--- config.mk ---
export PLATFORM = sky130hd
export DESIGN_NAME = tag_stage_skid_reg
export DESIGN_NICKNAME = d
export VERILOG_FILES = /design/src/rtl/tag_stage_skid_reg.sv
export SDC_FILE = /design/constraint.sdc
export NUM_CORES = 1
export LEC_CHECK = 0
export ABC_AREA = 1
export CORE_MARGIN = 2
export CORE_UTILIZATION = 30
export CTS_BUF_LIST = sky130_fd_sc_hd__clkbuf_2 sky130_fd_sc_hd__clkbuf_4 sky130_fd_sc_hd__clkbuf_8
export CTS_CLUSTER_DIAMETER = 120
export CTS_CLUSTER_SIZE = 30
export DETAILED_ROUTE_END_ITERATION = 8
export DONT_BUFFER_PORTS = 1
export PLACE_DENSITY = 0.44
export SLEW_MARGIN = 30
export SYNTH_ARGS = -nofsm -noshare
export SYNTH_HDL_FRONTEND = slang
export SYNTH_SLANG_ARGS = --single-unit
export TNS_END_PERCENT = 20
--- constraint.sdc ---
create_clock -name clk -period 1.4 [get_ports clk]
set_input_delay 0.07 -clock clk [delete_from_list [all_inputs] [get_ports clk]]
set_output_delay 0.07 -clock clk [all_outputs]
set_load 0.05 [all_outputs]
--- src/rtl/tag_stage_skid_reg.sv ---
// -----------------------------------------------------------------------------
// tag_stage_skid_reg
//
// Inter-stage register for the multibit-tree tag sorter. It moves the matching
// tag, backup matching tag, forwarded incoming tag and backup incoming tag
// between tree stages as one payload. The stage has a valid/ready handshake and
// a two-entry skid buffer, so that downstream back-pressure never reaches
// upstream through a combinational path.
//
// Parameters
//   MATCH_W  width of the matching-tag and backup-matching-tag fields
//   FWD_W    width of the forwarded incoming-tag field
//   BAK_W    width of the backup incoming-tag field
//   CNT_W    width of the saturating stall counter
//
// Ports
//   clk, rst        clock and synchronous active-high reset
//   flush           drops every buffered entry and any input in this cycle
//   in_valid/ready  upstream handshake (in_ready comes from a register only)
//   in_*            incoming payload fields
//   out_valid/ready downstream handshake
//   out_*           registered payload, taken from the main entry
//   stall_cnt       saturating count of cycles with out_valid & !out_ready
// -----------------------------------------------------------------------------
module tag_stage_skid_reg #(
    parameter int MATCH_W = 4,
    parameter int FWD_W   = 12,
    parameter int BAK_W   = 4,
    parameter int CNT_W   = 16
) (
    input  logic               clk,
    input  logic               rst,
    input  logic               flush,
    input  logic               in_valid,
    output logic               in_ready,
    input  logic [MATCH_W-1:0] in_match_tag,
    input  logic [MATCH_W-1:0] in_match_bak,
    input  logic [FWD_W-1:0]   in_tag_fwd,
    input  logic [BAK_W-1:0]   in_tag_bak,
    output logic               out_valid,
    input  logic               out_ready,
    output logic [MATCH_W-1:0] out_match_tag,
    output logic [MATCH_W-1:0] out_match_bak,
    output logic [FWD_W-1:0]   out_tag_fwd,
    output logic [BAK_W-1:0]   out_tag_bak,
    output logic [CNT_W-1:0]   stall_cnt
);

    localparam int PL_W = 2 * MATCH_W + FWD_W + BAK_W;

    // Increment that sticks at the all-ones value instead of wrapping.
    function automatic logic [CNT_W-1:0] sat_inc(input logic [CNT_W-1:0] v);
        if (&v) begin
            return v;
        end
        return v + CNT_W'(1);
    endfunction

    logic [PL_W-1:0]  w_in_pl;
    logic [PL_W-1:0]  r_main_pl_p0;
    logic [PL_W-1:0]  r_skid_pl_p0;
    logic             r_main_vld_p0;
    logic             r_skid_vld_p0;
    logic [CNT_W-1:0] r_stall_cnt;
    logic             w_accept;
    logic             w_release;
    logic             w_stall;

    assign w_in_pl = {in_match_tag, in_match_bak, in_tag_fwd, in_tag_bak};

    // The skid valid bit is the only source of in_ready. The stage can take an
    // entry whenever the skid slot is free, regardless of out_ready.
    assign in_ready  = !r_skid_vld_p0;
    assign out_valid = r_main_vld_p0;
    assign {out_match_tag, out_match_bak, out_tag_fwd, out_tag_bak} = r_main_pl_p0;
    assign stall_cnt = r_stall_cnt;

    // A flushed input is never accepted, even when in_ready is high.
    assign w_accept  = in_valid && !r_skid_vld_p0 && !flush;
    assign w_release = r_main_vld_p0 && out_ready;
    assign w_stall   = r_main_vld_p0 && !out_ready;

    // ---- stage p0: main/skid storage ----
    // States are encoded by the valid bits: EMPTY (0,0), ONE (1,0), TWO (1,1).
    always_ff @(posedge clk) begin
        if (rst) begin
            r_main_vld_p0 <= 1'b0;
            r_skid_vld_p0 <= 1'b0;
            r_main_pl_p0  <= '0;
            r_skid_pl_p0  <= '0;
            r_stall_cnt   <= '0;
        end else begin
            // flush does not touch the counter; it only affects the valid bits.
            if (w_stall) begin
                r_stall_cnt <= sat_inc(r_stall_cnt);
            end

            if (flush) begin
                // Payload registers keep stale data; only the valids drop.
                r_main_vld_p0 <= 1'b0;
                r_skid_vld_p0 <= 1'b0;
            end else if (!r_main_vld_p0) begin
                // EMPTY: an accepted entry goes straight into main.
                if (w_accept) begin
                    r_main_pl_p0  <= w_in_pl;
                    r_main_vld_p0 <= 1'b1;
                end
            end else if (!r_skid_vld_p0) begin
                // ONE
                if (w_accept && w_release) begin
                    r_main_pl_p0 <= w_in_pl;
                end else if (w_accept) begin
                    r_skid_pl_p0  <= w_in_pl;
                    r_skid_vld_p0 <= 1'b1;
                end else if (w_release) begin
                    r_main_vld_p0 <= 1'b0;
                end
            end else begin
                // TWO: in_ready is low, so the only move is skid into main.
                if (w_release) begin
                    r_main_pl_p0  <= r_skid_pl_p0;
                    r_skid_vld_p0 <= 1'b0;
                end
            end
        end
    end

endmodule
==> results of run 1 <==
## power by group
part           internal, mW  leakage [nW]  total, mW  switching (mW)
Clock                  1.21         0.124       1.99           0.779
Sequential             1.89         0.545       1.91          0.0180
Combinational         0.164          1.12      0.420           0.256
## worst min-delay path by stage
stage,start,endpoint,cells past startpoint
global placement,rst,stall_cnt[12],1
detailed placement,rst,r_main_pl_p0[16],1
CTS,in_match_bak[2],r_main_pl_p0[18],4
global route,in_match_bak[2],r_main_pl_p0[18],4
finish,in_match_bak[2],r_main_pl_p0[18],4
floorplan,out_ready,r_skid_vld_p0,1
## timing repair
action                                  in CTS  in global routing
hold buffers                                28                  0
hold endpoints to repair                    51                  0
endpoints found under the setup margin       0                 23
gates resized for setup                      0                  7
## state kept, by name (all words and copies together) (netlist names)
| register | cells |
|---|---|
| r_main_pl_p0 | 24 |
| r_skid_pl_p0 | 24 |
| stall_cnt | 16 |
| out_valid | 1 |
| r_skid_vld_p0 | 1 |
## area by class of cell
type	count	area share (%)
clock buffer	10	3.09
clock inverter	6	2.68
inverter	26	2.42
multi-input combinational	331	36.7
sequential	66	32.2
tap	133	3.92
timing repair buffer	92	19.0
## synthesized netlist by cell type, types with 2 or more instances
master and number:
sky130_fd_sc_hd__nand3_1 56, sky130_fd_sc_hd__o21ai_1 2, sky130_fd_sc_hd__inv_2 4, sky130_fd_sc_hd__nor2_1 71, sky130_fd_sc_hd__nor2_4 2, sky130_fd_sc_hd__nand2_2 3, sky130_fd_sc_hd__nand2_1 104, sky130_fd_sc_hd__inv_1 22
sky130_fd_sc_hd__nor2_2 4, sky130_fd_sc_hd__dfxtp_1 66, sky130_fd_sc_hd__nand3_2 3, sky130_fd_sc_hd__nand4_1 3, sky130_fd_sc_hd__o21ai_0 31, sky130_fd_sc_hd__buf_6 2, sky130_fd_sc_hd__clkbuf_1 6, sky130_fd_sc_hd__nand3b_1 3
sky130_fd_sc_hd__buf_4 5, sky130_fd_sc_hd__buf_2 11, sky130_fd_sc_hd__a21oi_1 42
## through the flow
step | hold WS [ps] | total power, mW
6_report | 1.32 | 4.32
5_1_grt | 18.7 | 4.51
4_1_cts | 0.134 | 4.37
3_5_place_dp | 145 | 2.29
3_3_place_gp | 142 | 2.29
2_1_floorplan | 179 | 2.20
## cells by family (layout without fill, tap and decap cells)
| kind of cell | after synthesis | count (layout) | synth area share [%] |
|---|---|---|---|
| AND/OR/NAND/NOR | 253 | 253 | 36.2 |
| AO/OA/AOI/OAI | 77 | 77 | 12.7 |
| flip-flops | 66 | 66 | 42.9 |
| buffers and inverters | 51 | 134 | 7.76 |
| adder cells (fa/ha/maj) | 1 | 1 | 0.406 |
## per-layer routing
metal,vias to the layer above,share of wire (%),track usage [%]
li1,1617,-,-
met1,1433,47,21.6
met2,86,46,26.3
met3,16,5.5,3.15
met4,0,1.9,7.14
met5,-,0,0
## worst max-delay path: stages (launching register included)
cell and delay (ps):
sky130_fd_sc_hd__dfxtp_4 370, sky130_fd_sc_hd__ha_4 150, sky130_fd_sc_hd__nand3_4 90, sky130_fd_sc_hd__nor2_2 110, sky130_fd_sc_hd__nand2_1 130, sky130_fd_sc_hd__nor2_1 200, sky130_fd_sc_hd__nand3_2 90, sky130_fd_sc_hd__nand2_1 60
sky130_fd_sc_hd__nor2_1 40
==> impl_metrics.tcl, run 1 <==
set metrics [dict create \
    firstDrtPassIters 4 \
    cp.required_ps 1640 \
    worst_ir_drop_vdd_mv 0.456 \
    globalRoute.totalOverflow 0 \
    worst_clock_skew_ps 8.96 \
    std_cell_rows 36 \
    synth_seq_area_share_pct 42.9 \
    synth_largest_type_area_fraction_pct 42.9 \
    drive_gt1_share_pct 23.0 \
    dpl-instance-area_um2 3710 \
    setup_viol 0 \
    slew_viol_final 0 \
    most_frequent_standard_cell_in_the_layout_excluding_fill_and_tap_cells "sky130_fd_sc_hd__nand2_1" \
    drt_first_iter_violations 122 \
    regArea_um2 1370 \
    finalCritPeriodShare_pct 95.6 \
    startpoint_type "flop" \
    hp-class "primary input to flop" \
    pre_cts_ws_ps 70.7 \
    r2r_start "stall_cnt[1]" \
    drcViolationCount 0 \
    clock-sinks 66 \
    reg2reg_depth 8 \
    total_leakage_power_nw 1.79 \
    antenna_violations_before_repair 0 \
    syn_to_final_growth_pct 38.0 \
    critical_path.endpoint "stall_cnt[14]" \
    placement.io_buffers 0 \
    layout.cells.non_filler 664 \
    largest_net_degree_at_the_start_of_global_routing 32 \
    cts-buffers-inserted 9 \
    yosysWarningCount 0 \
    fill_cells 1034 \
    number_of_enable_flip_flop_cells_after_synthesis 0 \
    mappedNetlistArea_um2 3080 \
    antennaDiodeCount 0 \
    tritoncts "yes" \
    fmaxAchievable_mhz 747 \
    clock_tree.buffer_depth 2 \
    slew_headroom_pct 66.2 \
    grt_setup_unrepaired "yes" \
    crit-reg2reg-capture "stall_cnt[14]" \
    placed_cells 620 \
    worst_skew_pair.late_latency_ps 340 \
    postLayoutCellArea_um2 4250 \
    synth.distinct_cells 27 \
    die-width_um 105 \
    worst_setup_path_end_kind "flop" \
    max-cap-violations 0 \
    cts.root.buffer_cell "sky130_fd_sc_hd__clkbuf_8" \
    first_global_vias 2939 \
    ant_nets 0 \
    postLayoutSetupSlackWorst_ps 61.8 \
    via_count 3152 \
    crit_path_start "stall_cnt[1]" \
    timing.setup.tns_ps 0 \
    globalRouteTotalUtil_pct 16.5 \
    hpwl_after_detailed_placement_mm 6.10 \
    synthTopCellsByArea "sky130_fd_sc_hd__dfxtp_1, sky130_fd_sc_hd__nand2_1, sky130_fd_sc_hd__nand3_1" \
    syn-mean-instance-area_um2 6.87 \
    worst-slew-pin-transition_ps 508 \
    ys_async_sr_fraction_pct 0 \
    via_per_inst 4.75 \
    clk_pin_slew_ps 80 \
    synth_area_leader_cell "sky130_fd_sc_hd__dfxtp_1" \
    synth_cells 448 \
    mostFrequentLayoutCells "sky130_fd_sc_hd__nand2_1, sky130_fd_sc_hd__nor2_1, sky130_fd_sc_hd__buf_4" \
    post-route-util_pct 43.1 \
    nets 556 \
    fin_crit_ps 1340 \
    post_detailed_route_wirelength_per_cell_um 13.2 \
    critPathMaxFanout 4 \
    top_level_ports 71 \
    yosys_most_used_dff "sky130_fd_sc_hd__dfxtp_1" \
    worst-r2r-setup-slack_ps 60 \
    die_h_um 105 \
    routed_wirelength_mm 8.79 \
    multi_input_area_um2 1560 \
    grt_pass1_wl_mm 14.6 \
    timing.final.hold_violations 0 \
    gp_congestion 0.822 \
    crit_type "flop to flop" \
    arrival_ps 1580 \
    start_util_pct 31.2 \
    floorplan.core_area_um2 9860 \
    number_of_buffers_inserted_by_post_cts_setup_repair 0 \
    synth_seq_cells 66 \
    die_area_um2 11100 \
    cts_htree_levels 3 \
    run_status "complete, no violations" \
    powerDensity_nw_per_um2 1020 \
    synth_fp_nets 478 \
]
No activity file was read; power rests on OpenSTA's default activity.
==> run 2: changes to the inputs <==
--- a/config.mk
+++ b/config.mk
@@ -7,13 +7,13 @@
 export LEC_CHECK = 0
 export ABC_AREA = 1
 export CORE_MARGIN = 2
-export CORE_UTILIZATION = 30
+export CORE_UTILIZATION = 35
 export CTS_BUF_LIST = sky130_fd_sc_hd__clkbuf_2 sky130_fd_sc_hd__clkbuf_4 sky130_fd_sc_hd__clkbuf_8
 export CTS_CLUSTER_DIAMETER = 120
 export CTS_CLUSTER_SIZE = 30
 export DETAILED_ROUTE_END_ITERATION = 8
 export DONT_BUFFER_PORTS = 1
-export PLACE_DENSITY = 0.44
+export PLACE_DENSITY = 0.5
 export SLEW_MARGIN = 30
 export SYNTH_ARGS = -nofsm -noshare
 export SYNTH_HDL_FRONTEND = slang
==> run 2 against run 1 <==
  * Clock-buffer cell count unchanged
  * Cell count decreased by 3.2%
  * Sequential power about the same
  * Critical path type unchanged
  * Largest cell class unchanged
==> impl_metrics.tcl, run 2 (synthesized netlist as in run 1, its figures left out) <==
set metrics [dict create \
    run_status "complete, no violations" \
    grt_pass1_wl_mm 14.3 \
    crit_path_max_incr_delay_ps 370 \
    drt_first_iter_violations 134 \
    worstPathCellList "ha_4 -> nand3_4 -> nor2_4 -> nand2_1 -> nand2_1 -> inv_1 -> nor2_1 -> nor2_1" \
    gp_congestion 0.914 \
    firstDrtPassIters 4 \
    critPathMaxFanout 3 \
    r2r_start "stall_cnt[0]" \
    cts.root.buffer_cell "sky130_fd_sc_hd__clkbuf_8" \
    post_detailed_route_wirelength_per_cell_um 13.5 \
    worst_skew_pair.late_latency_ps 340 \
    first_global_vias 2902 \
    grt_setup_unrepaired "yes" \
    die_area_um2 9560 \
    critPathBufInv 1 \
    startpoint_of_the_lowest_slack_hold_path "in_match_bak[1]" \
    postLayoutCellArea_um2 4210 \
    postLayoutSetupSlackWorst_ps 27.8 \
    tritoncts "yes" \
    top_level_ports 71 \
    worst_ir_drop_vdd_mv 0.626 \
    pre_cts_ws_ps 23.5 \
    crit_slowest_cell "sky130_fd_sc_hd__dfxtp_4" \
    globalRouteTotalUtil_pct 18.4 \
    globalRoute.totalOverflow 0 \
    finalCritPeriodShare_pct 98.0 \
    worst_setup_path_end_kind "flop" \
    syn_to_final_growth_pct 36.9 \
    antennaDiodeCount 0 \
    post-route-util_pct 48.8 \
    cts-buffers-inserted 9 \
    hpwl_after_detailed_placement_mm 5.82 \
    die-width_um 97.8 \
    via_count 3186 \
    min_to "r_main_pl_p0[17]" \
    setup_viol 0 \
    fmaxAchievable_mhz 729 \
    start_util_pct 35.6 \
    die_h_um 97.8 \
    floorplan.core_area_um2 8640 \
    largest_net_degree_at_the_start_of_global_routing 32 \
    hold-path-cell-count 4 \
    arrival_ps 1610 \
    placement.io_buffers 0 \
    clk_pin_slew_ps 70 \
    worst-slew-pin-transition_ps 480 \
    clock_tree.buffer_depth 2 \
    cp_top_family "simple AND/OR/NAND/NOR gates" \
    total_leakage_power_nw 1.78 \
    clock-sinks 66 \
    cp.required_ps 1640 \
    std_cell_rows 34 \
    antenna_violations_before_repair 0 \
    powerDensity_nw_per_um2 930 \
    max-cap-violations 0 \
    ant_nets 0 \
    drcViolationCount 0 \
    slew_headroom_pct 68.0 \
    worst_clock_skew_ps 6.31 \
    reg2reg_depth 8 \
    startpoint_type "flop" \
    dpl-instance-area_um2 3650 \
    worst-r2r-setup-slack_ps 30 \
    routed_wirelength_mm 8.70 \
    mostFrequentLayoutCells "sky130_fd_sc_hd__nand2_1, sky130_fd_sc_hd__nor2_1, sky130_fd_sc_hd__buf_4" \
    hp-class "primary input to flop" \
    cts_htree_levels 3 \
    crit_type "flop to flop" \
    crit-reg2reg-capture "stall_cnt[1]" \
    layout.cells.non_filler 643 \
    fin_crit_ps 1370 \
    timing.final.hold_violations 0 \
    slew_viol_final 0 \
    placed_cells 592 \
    nets 560 \
    drive_gt1_share_pct 25.0 \
    via_per_inst 4.95 \
    most_frequent_standard_cell_in_the_layout_excluding_fill_and_tap_cells "sky130_fd_sc_hd__nand2_1" \
]
[run 2: changes by cell type in the layout (fill, tap and decap cells not counted), sizes merged]
cell,delta
nand3,+1
clkinv,+2
buf,+3
bufinv,-2
[run 2: power breakdown]
group | internal (mW) | switching, mW | leakage, nW
sequential | 1.89 | 0.0178 | 0.546
clock | 0.831 | 0.764 | 0.104
combinational | 0.161 | 0.252 | 1.13
total | 2.88 | 1.03 | 1.78
[run 2: repair_timing]
item                       CTS  global route
hold buffers                28             0
resized for setup            0            17
setup endpoints to repair    0            32
hold endpoints to repair    51             0
setup buffers                0             6
[run 2: how the worst max path moves through the flow]
stage,startpoint,endpoint,slack (ps),cells past startpoint
final,stall_cnt[0],stall_cnt[1],30,8
after global routing,stall_cnt[0],stall_cnt[1],-60,8
after CTS,stall_cnt[5],stall_cnt[15],10,8
after detailed placement,stall_cnt[5],stall_cnt[15],20,8
after global placement,r_skid_vld_p0,r_skid_pl_p0[6],80,6
after floorplan,stall_cnt[1],stall_cnt[14],-10,8
[run 2: area by class of cell]
type / instances / area, um^2
inverters: 26 / 103
multi-input cells: 332 / 1600
clock inverters: 6 / 56.3
flip-flops and latches: 66 / 1370
fillers: 913 / 4420
repair buffers: 95 / 823
clock buffers: 10 / 131
well taps: 108 / 135
[run 2: per-layer routing]
layer  track usage [%]  up-vias  wire (um)
met3              4.87       16        478
met1              24.2     1452       3980
met5                 0        -          0
met4              7.37        0        193
li1                  -     1633          -
met2              28.9       85       4050
[run 2: stage by stage]
stage | setup TNS (ps) | total power, mW | hold WS, ps
2_1_floorplan | -12.0 | 2.20 | 179
3_3_place_gp | 0 | 2.28 | 138
3_5_place_dp | 0 | 2.28 | 145
4_1_cts | 0 | 3.96 | 1.30
5_1_grt | -520 | 4.08 | 29.9
6_report | 0 | 3.92 | 5.84
[run 2: worst min-delay path, stage by stage]
cell,delay [ps]
sky130_fd_sc_hd__nand2_1,40
sky130_fd_sc_hd__nand2_1,60
sky130_fd_sc_hd__nand3_1,80
sky130_fd_sc_hd__a21oi_1,60
